### src/rtl/ifns_12bit_serial_encoder.sv
// Sequential 12-bit IFNS encoder: resolves one of 17 codeword digits per clock,
// MSB (d17) first, by greedy subtraction of the fixed digit weights.
//
// Handshakes: a word moves across a port on a rising edge where valid and
// ready are both 1. The producer holds valid (and its data) until that edge.
// in_ready depends only on the current state and out_ready, never on in_valid.
// out_valid/out_code are registered and out_code is held while out_valid=1
// and out_ready=0.
module ifns_12bit_serial_encoder (
    input  logic        clk,
    input  logic        rst_n,
    input  logic        in_valid,
    output logic        in_ready,
    input  logic [11:0] in_value,
    output logic        out_valid,
    input  logic        out_ready,
    output logic [16:0] out_code,
    output logic [1:0]  dbg_state,
    output logic [4:0]  dbg_step,
    output logic [11:0] dbg_remainder
);

    typedef enum logic [1:0] {
        IDLE = 2'd0,
        BUSY = 2'd1,
        DONE = 2'd2
    } state_t;

    state_t      state_q, state_nx;
    logic [11:0] rem_q, rem_nx;
    logic [4:0]  step_q, step_nx;
    logic [16:0] work_q, work_nx;
    logic [16:0] code_nx;
    logic        valid_nx;
    logic [11:0] weight;
    logic [16:0] step_mask;
    logic        take;

    // Weight of digit d(s+1); the table skips 1597, so d17 is 2584.
    function automatic logic [11:0] digit_weight(input logic [4:0] s);
        logic [11:0] w;
        case (s)
            5'd0:    w = 12'd1;
            5'd1:    w = 12'd1;
            5'd2:    w = 12'd2;
            5'd3:    w = 12'd3;
            5'd4:    w = 12'd5;
            5'd5:    w = 12'd8;
            5'd6:    w = 12'd13;
            5'd7:    w = 12'd21;
            5'd8:    w = 12'd34;
            5'd9:    w = 12'd55;
            5'd10:   w = 12'd89;
            5'd11:   w = 12'd144;
            5'd12:   w = 12'd233;
            5'd13:   w = 12'd377;
            5'd14:   w = 12'd610;
            5'd15:   w = 12'd987;
            5'd16:   w = 12'd2584;
            default: w = 12'd0;
        endcase
        return w;
    endfunction

    assign weight    = digit_weight(step_q);
    assign step_mask = 17'd1 << step_q;
    assign take      = (rem_q >= weight);

    assign dbg_state     = state_q;
    assign dbg_step      = step_q;
    assign dbg_remainder = rem_q;

    // Next-state, datapath updates and in_ready for the IDLE/BUSY/DONE walk.
    always_comb begin
        state_nx = state_q;
        rem_nx   = rem_q;
        step_nx  = step_q;
        work_nx  = work_q;
        code_nx  = out_code;
        valid_nx = out_valid;
        in_ready = 1'b0;

        case (state_q)
            IDLE: begin
                in_ready = 1'b1;
                if (in_valid) begin
                    rem_nx   = in_value;
                    work_nx  = '0;
                    step_nx  = 5'd16;
                    state_nx = BUSY;
                end
            end

            BUSY: begin
                if (take) begin
                    work_nx = work_q | step_mask;
                    rem_nx  = rem_q - weight;
                end
                if (step_q == 5'd0) begin
                    code_nx  = work_nx;
                    valid_nx = 1'b1;
                    state_nx = DONE;
                end else begin
                    step_nx = step_q - 5'd1;
                end
            end

            DONE: begin
                in_ready = out_ready;
                if (out_ready) begin
                    valid_nx = 1'b0;
                    if (in_valid) begin
                        rem_nx   = in_value;
                        work_nx  = '0;
                        step_nx  = 5'd16;
                        state_nx = BUSY;
                    end else begin
                        state_nx = IDLE;
                    end
                end
            end

            default: begin
                state_nx = IDLE;
                valid_nx = 1'b0;
            end
        endcase
    end

    // State and datapath registers; reset discards any word in flight.
    always_ff @(posedge clk or negedge rst_n) begin
        if (!rst_n) begin
            state_q   <= IDLE;
            rem_q     <= '0;
            step_q    <= '0;
            work_q    <= '0;
            out_code  <= '0;
            out_valid <= 1'b0;
        end else begin
            state_q   <= state_nx;
            rem_q     <= rem_nx;
            step_q    <= step_nx;
            work_q    <= work_nx;
            out_code  <= code_nx;
            out_valid <= valid_nx;
        end
    end

    // The greedy walk must have consumed the whole value by the last digit.
    assert property (@(posedge clk) disable iff (!rst_n)
        (state_q == BUSY && step_q == 5'd0) |-> (rem_nx == 12'd0));

endmodule

### config.mk
export PLATFORM = sky130hd
export DESIGN_NAME = ifns_12bit_serial_encoder
export DESIGN_NICKNAME = d
export VERILOG_FILES = /design/src/rtl/ifns_12bit_serial_encoder.sv
export SDC_FILE = /design/constraint.sdc
export NUM_CORES = 1
export LEC_CHECK = 0
export ABC_AREA = 1
export CORE_MARGIN = 2
export CORE_UTILIZATION = 41
export CTS_CLUSTER_DIAMETER = 100
export DETAILED_ROUTE_END_ITERATION = 12
export PLACE_DENSITY = 0.68
export SETUP_SLACK_MARGIN = 0.4
export SLEW_MARGIN = 10
export SYNTH_ARGS = -nofsm -noshare
export SYNTH_HDL_FRONTEND = slang
export SYNTH_SLANG_ARGS = --single-unit
### constraint.sdc
create_clock -name clk -period 2.4 [get_ports clk]
set_input_delay 0.72 -clock clk [delete_from_list [all_inputs] [get_ports clk]]
set_output_delay 0.72 -clock clk [all_outputs]
set_load 0.02 [all_outputs]
Word level (Yosys, flattened, before mapping):

Memory sizes are Yosys's and may differ from the RTL's.
Cells that the tools add are included.
W data, S select, Z words.

* shifts and indexed selects: 1
* bitwise operators: 2
* reduce and logical (&&, ||, !) cells: 9
* add/subtract/negate cells: 2
* multiplexer cells: 21
* equality and inequality tests: 7
* order comparisons: 1

Operator list (count)
* $mux W17: 3
* $pmux W17 S3: 1
* $mux W12: 3
* $pmux W12 S3: 1
* $or A17 B17 Y17: 1
* $shl A1 B5 Y17 const A: 1
* $mux W5: 3
* $pmux W5 S3: 1
* $ge A12 B12 Y1: 1
* $reduce_and A3 Y1: 4
* $sub A12 B12 Y12: 1
* $ne A2 B2 Y1 const B: 5
* $mux W2: 3
* $pmux W2 S3: 1
* $logic_not A5 Y1: 1
* $sub A5 B1 Y5 const B: 1
* $reduce_and A2 Y1: 2
* $mux W1: 3
* $pmux W1 S3: 1
* $reduce_bool A3 Y1: 1
* $eq A2 B1 Y1 const B: 1
* $eq A2 B2 Y1 const B: 1
* $logic_not A2 Y1: 1
* $pmux W1 S2: 1
* $not A1 Y1: 1

* memories: 1
* logic and storage cells: 50
* flip-flop bits (word level): 54
* ROM bits: 352
* output and inout bits: 38

Memory list
* (name not given): depth 32, bits a word 11, rd ports 1, clocked after memory_dff 0, write ports 0, line 42 `case (s)`

Logic depth before layout (Yosys ltp):

* word-level depth: 4
* mapped depth: 19
* mapped depth without buffers: 19

Least setup slack after synthesis:

No wires, ideal clock.

* kind: register -> register
* start: register step_q[0], in the netlist dbg_step[0]
* end: register work_q[5]
* clock period less this slack: 2.774 ns
* path slack: -0.374 ns
* data arrival time: 2.657 ns
* stages on the path, launching flop included: 17
* buffers on the path: 1
* library setup time: 0.117 ns
* cells stage by stage: dfrtp_1 -> inv_1 -> ha_1 -> nand2_1 -> o21ai_0 -> o21ai_0 -> ha_1 -> inv_1 -> fa_1 -> nand3_1 -> nand3_1 -> nand2_2 -> nand3_4 -> buf_6 -> a21o_1 -> nand2_1 -> nand2_1

* word-level cells in the longest chain between the ends: 4
* elaborated cells between the ends (all ways): 6
* classes of those cells: order compare (1); shift (1); mux (2); bitwise (1); memory (1)

RTL lines
* start, declared: line 31 `logic [4:0] step_q, step_nx;`
* start signal, assigned: line 142 `step_q <= step_nx;`
* $mem_v2 Z32 W11 / $shl A1 B5 Y17 (equally long branches)
* $ge A12 B12 Y1 / $or A17 B17 Y17 (equally long branches): line 67, 96
* $mux W17 *: line 95 `if (take) begin`
* $pmux W17 S3 *: line 83 `case (state_q)`
* end signal, assigned: line 143 `work_q <= work_nx;`
* end, declared: line 32 `logic [16:0] work_q, work_nx;`

Mark *: on every way between the ends. The rest lies on a longest branch, timed or not.
A chain may end at the register's enable or synchronous reset.

Worst setup path in the final report:

* start: register step_q[0], in the netlist dbg_step[0]
* end: register rem_q[5], in the netlist dbg_remainder[5]

* word-level cells in the longest chain between the ends: 4
* elaborated cells between the ends (all ways): 7
* classes of those cells: add/sub (1); order compare (1); eq/ne (1); mux (2); reduce/logical (1); memory (1)

RTL lines
* $mem_v2 Z32 W11 *
* $sub A12 B12 Y12 / $ge A12 B12 Y1 (equally long branches): line 97, 67
* $mux W12 / $ne A2 B2 Y1 (equally long branches)
* $pmux W12 S3 / $reduce_and A3 Y1 (equally long branches)
* end signal, assigned: line 141 `rem_q <= rem_nx;`
* end, declared: line 30 `logic [11:0] rem_q, rem_nx;`

Mark *: on every way between the ends. The rest lies on a longest branch, timed or not. The select of a mux whose other input is x is not followed.

==> impl_results.md <==
- Pwr/cell area: roughly 1700 mW/mm^2
- CP Launch Type: flop
- DRT Wirelength: 9.484 mm
- Total power draw: 8.478 mW
- Tmin final: 2.566 ns
- Worst hold-check path type: in -> async
- R2r setup slk: -0.17 ns
- Yosys top cell area share: approximately 39%
- Max rail drop VDD: ~610 uV
- Cells after Synth: 480
- CP endpoint kind: flop
- Vias per cell: 4.900
- Fmax achieved: 389.8 MHz
- Number of global-route vias before repair: 3497
- Global-route wire length before repair: 16.22 mm
- DPL Wire Length: 6.882 mm
- Overall routing resource usage: 22.22%
- Count of cell types in the netlist: 37
- Ys async rst share: 100.0%
- Post-Syn Nets: 519
- Routed Antenna Nets: 0
- Maximum Capacitance Violations: 0
- Final Worst Setup Slack: -0.1657 ns
- Fin. Hold Viols: 0
- Synth area leader: dfrtp_1
- Post-synth top flop: dfrtp_1
- Leak pwr: 2.752 nW
- Die footprint: just over 0.009 mm^2
- Core footprint: roughly 0.0082 mm^2
- Status: finished, violations left
- Largest net degree at the start of global routing: 27
- Ant diodes: 0
- Nets: 636
- Post-synth EDFFs: 0
- CTS H-tree depth: 2
- Final setup fails: 46
- Starting density of the core: 42.41%
- Cts hold-fix bufs: 0
- Mapped cell area: 0.003485 mm^2
- CTS sink cnt: 54
- Dpl ws: -0.2786 ns
- Worst EP required: approximately 2.6 ns
- Crit path arrival time: 2.78 ns
- Die X: 96.19 um
- GRT Residual Overflow: 0
- YS warnings: 0
- Num rows: 33
- Avg WL per Cell: about 13 um
- Clk_lat worst skew: 0.31 ns
- Worst Clk Skew: 0.008715 ns
- Final period util: 106.9%
- Final GP Congestion: ~0.9
- Dominant cells by area after synthesis: dfrtp_1, nand2_1, ha_1, nor2_1, a21o_1
- Failing checks: negative setup slack
- Residual DRC count: 0
- Max-slew violation count: 0
- Clock Root Buffer: clkbuf_8
- CTS tree: built
- Slew @ Worst Pin: 0.6241 ns
- Max FO, Critical Path: 8
- CTS buffer count: 5
- Max_slew headroom: 58.40%
- Die Ht: ~96 um
- Critical path type: reg -> reg
- IO Pins: 54
- Avg Cell Area, Syn: 7.260 um^2
- RSZ-0062 raised after global routing: true
- Initial DRC count: 140
- Initial antenna violation count: 0
- Clock transition at the registers of the reported paths: approximately 0.11 ns
- I/O Buffers: 53
- Vias: 3445
- Sequential area share after synthesis: 38.78%
- Layout cells sized above 1: 26.09%
- Pre-Repair DR Iteration Count: 4
- Area grow syn2layout: 42.05%
- R2R depth: 18
- Post-layout util: 60.24%
- Seq cells post-synth: 54
- CTS max path bufs: 2
## synth_stat cells (3+ instances only)
master / number
a21o_1: 14
a21oi_1: 18
buf_2: 6
buf_4: 3
dfrtp_1: 54
ha_1: 22
inv_1: 28
inv_2: 8
nand2_1: 205
nand2_2: 5
nand3_1: 21
nand4_1: 4
nor2_1: 40
o21ai_0: 14
o21ai_1: 8
## layout by cell type (no fill, tap or decap), types with 6 or more instances in the layout
master / Yosys / layout
dfrtp_1: 54 / 48
a21o_1: 14 / 14
inv_1: 28 / 24
o21ai_0: 14 / 9
dlygate4sd2_1: 0 / 35
a21oi_1: 18 / 11
ha_1: 22 / 15
nand2_4: 1 / 7
nand2_1: 205 / 192
buf_4: 3 / 66
o21ai_1: 8 / 10
inv_2: 8 / 9
nand3_1: 21 / 18
dfrtp_2: 0 / 6
nor2_1: 40 / 37
clkdlybuf4s50_1: 0 / 13
nand2_2: 5 / 12
## worst paths after layout
kind	startpoint	endpoint
max in group asynchronous	rst_n	out_code[1]
min in group clk	out_code[13]	out_code[13]
worst max register to register	dbg_step[0]	dbg_remainder[5]
worst min-delay path	rst_n	dbg_remainder[2]
worst max-delay path	dbg_step[0]	dbg_remainder[5]
worst min register to register	out_code[13]	out_code[13]
## power breakdown
part / internal (mW) / switching [mW]
Clock: 0.207 / 0.324
Combinational: 2.78 / 3.57
Sequential: 1.28 / 0.314
Total: 4.27 / 4.20
## metrics by stage
stage          area [um^2]  setup TNS (ns)  hold slack [ns]  std cells
6_report              4950          -4.698           0.4051        703
3_5_place_dp          4626          -7.131           0.4650        683
3_3_place_gp          4626          -4.259           0.4629        683
4_1_cts               4751          -6.783           0.4282        694
2_1_floorplan         3595         -0.4819           0.4244        480
5_1_grt               4950          -10.63           0.4282        703
## critical path, stage by stage, from the launching register on
cell	delay [ns]
dfrtp_2	0.46
inv_4	0.10
ha_4	0.15
nand2_4	0.05
nor2_2	0.08
inv_2	0.06
nand2_2	0.07
o211ai_1	0.14
ha_1	0.35
nand2_1	0.07
inv_2	0.08
nand2_1	0.07
nor2_2	0.15
nand2_4	0.09
nand4_1	0.15
nand2_4	0.13
buf_8	0.17
nand2_2	0.05
nand2_2	0.05
## cell families after synthesis
logic type               Yosys count  synth area share, %
adder cells (fa/ha/maj)           23                8.474
buffers and inverters             54                7.073
AO/OA/AOI/OAI                     61                10.38
XOR/XNOR                           2               0.5028
AND/OR/NAND/NOR                  286                34.79
flip-flops                        54                38.78
## repair_timing
action	CTS	global route
setup endpoints to repair	83	52
pin swaps	16	28
gates resized for setup	56	38
setup buffers	2	9
gates cloned	1	0
## layout make-up
type | instances | area (um^2)
Tap cell | 105 | 131.4
Inverter | 40 | 173.9
Clock inverter | 2 | 15.01
Multi-Input combinational cell | 373 | 2155
Fill cell | 786 | 3267
Sequential cell | 54 | 1359
Timing Repair Buffer | 123 | 1044
Clock buffer | 6 | 72.57
## state kept, by name (all words and copies together), names as in the netlist
signal / count
out_valid: 1
dbg_state: 2
dbg_step: 5
out_code: 17
dbg_remainder: 12
work_q: 17
## routing by layer
metal | up-vias | global-route usage (%) | wire length, um
met5 | - | 0 | 0
met4 | 0 | 3.929 | 113
met3 | 13 | 2.976 | 263
met2 | 58 | 40.68 | 4944
met1 | 1625 | 28.01 | 4162
li1 | 1749 | - | -
Note: power is estimated with default switching activity, not from simulation.
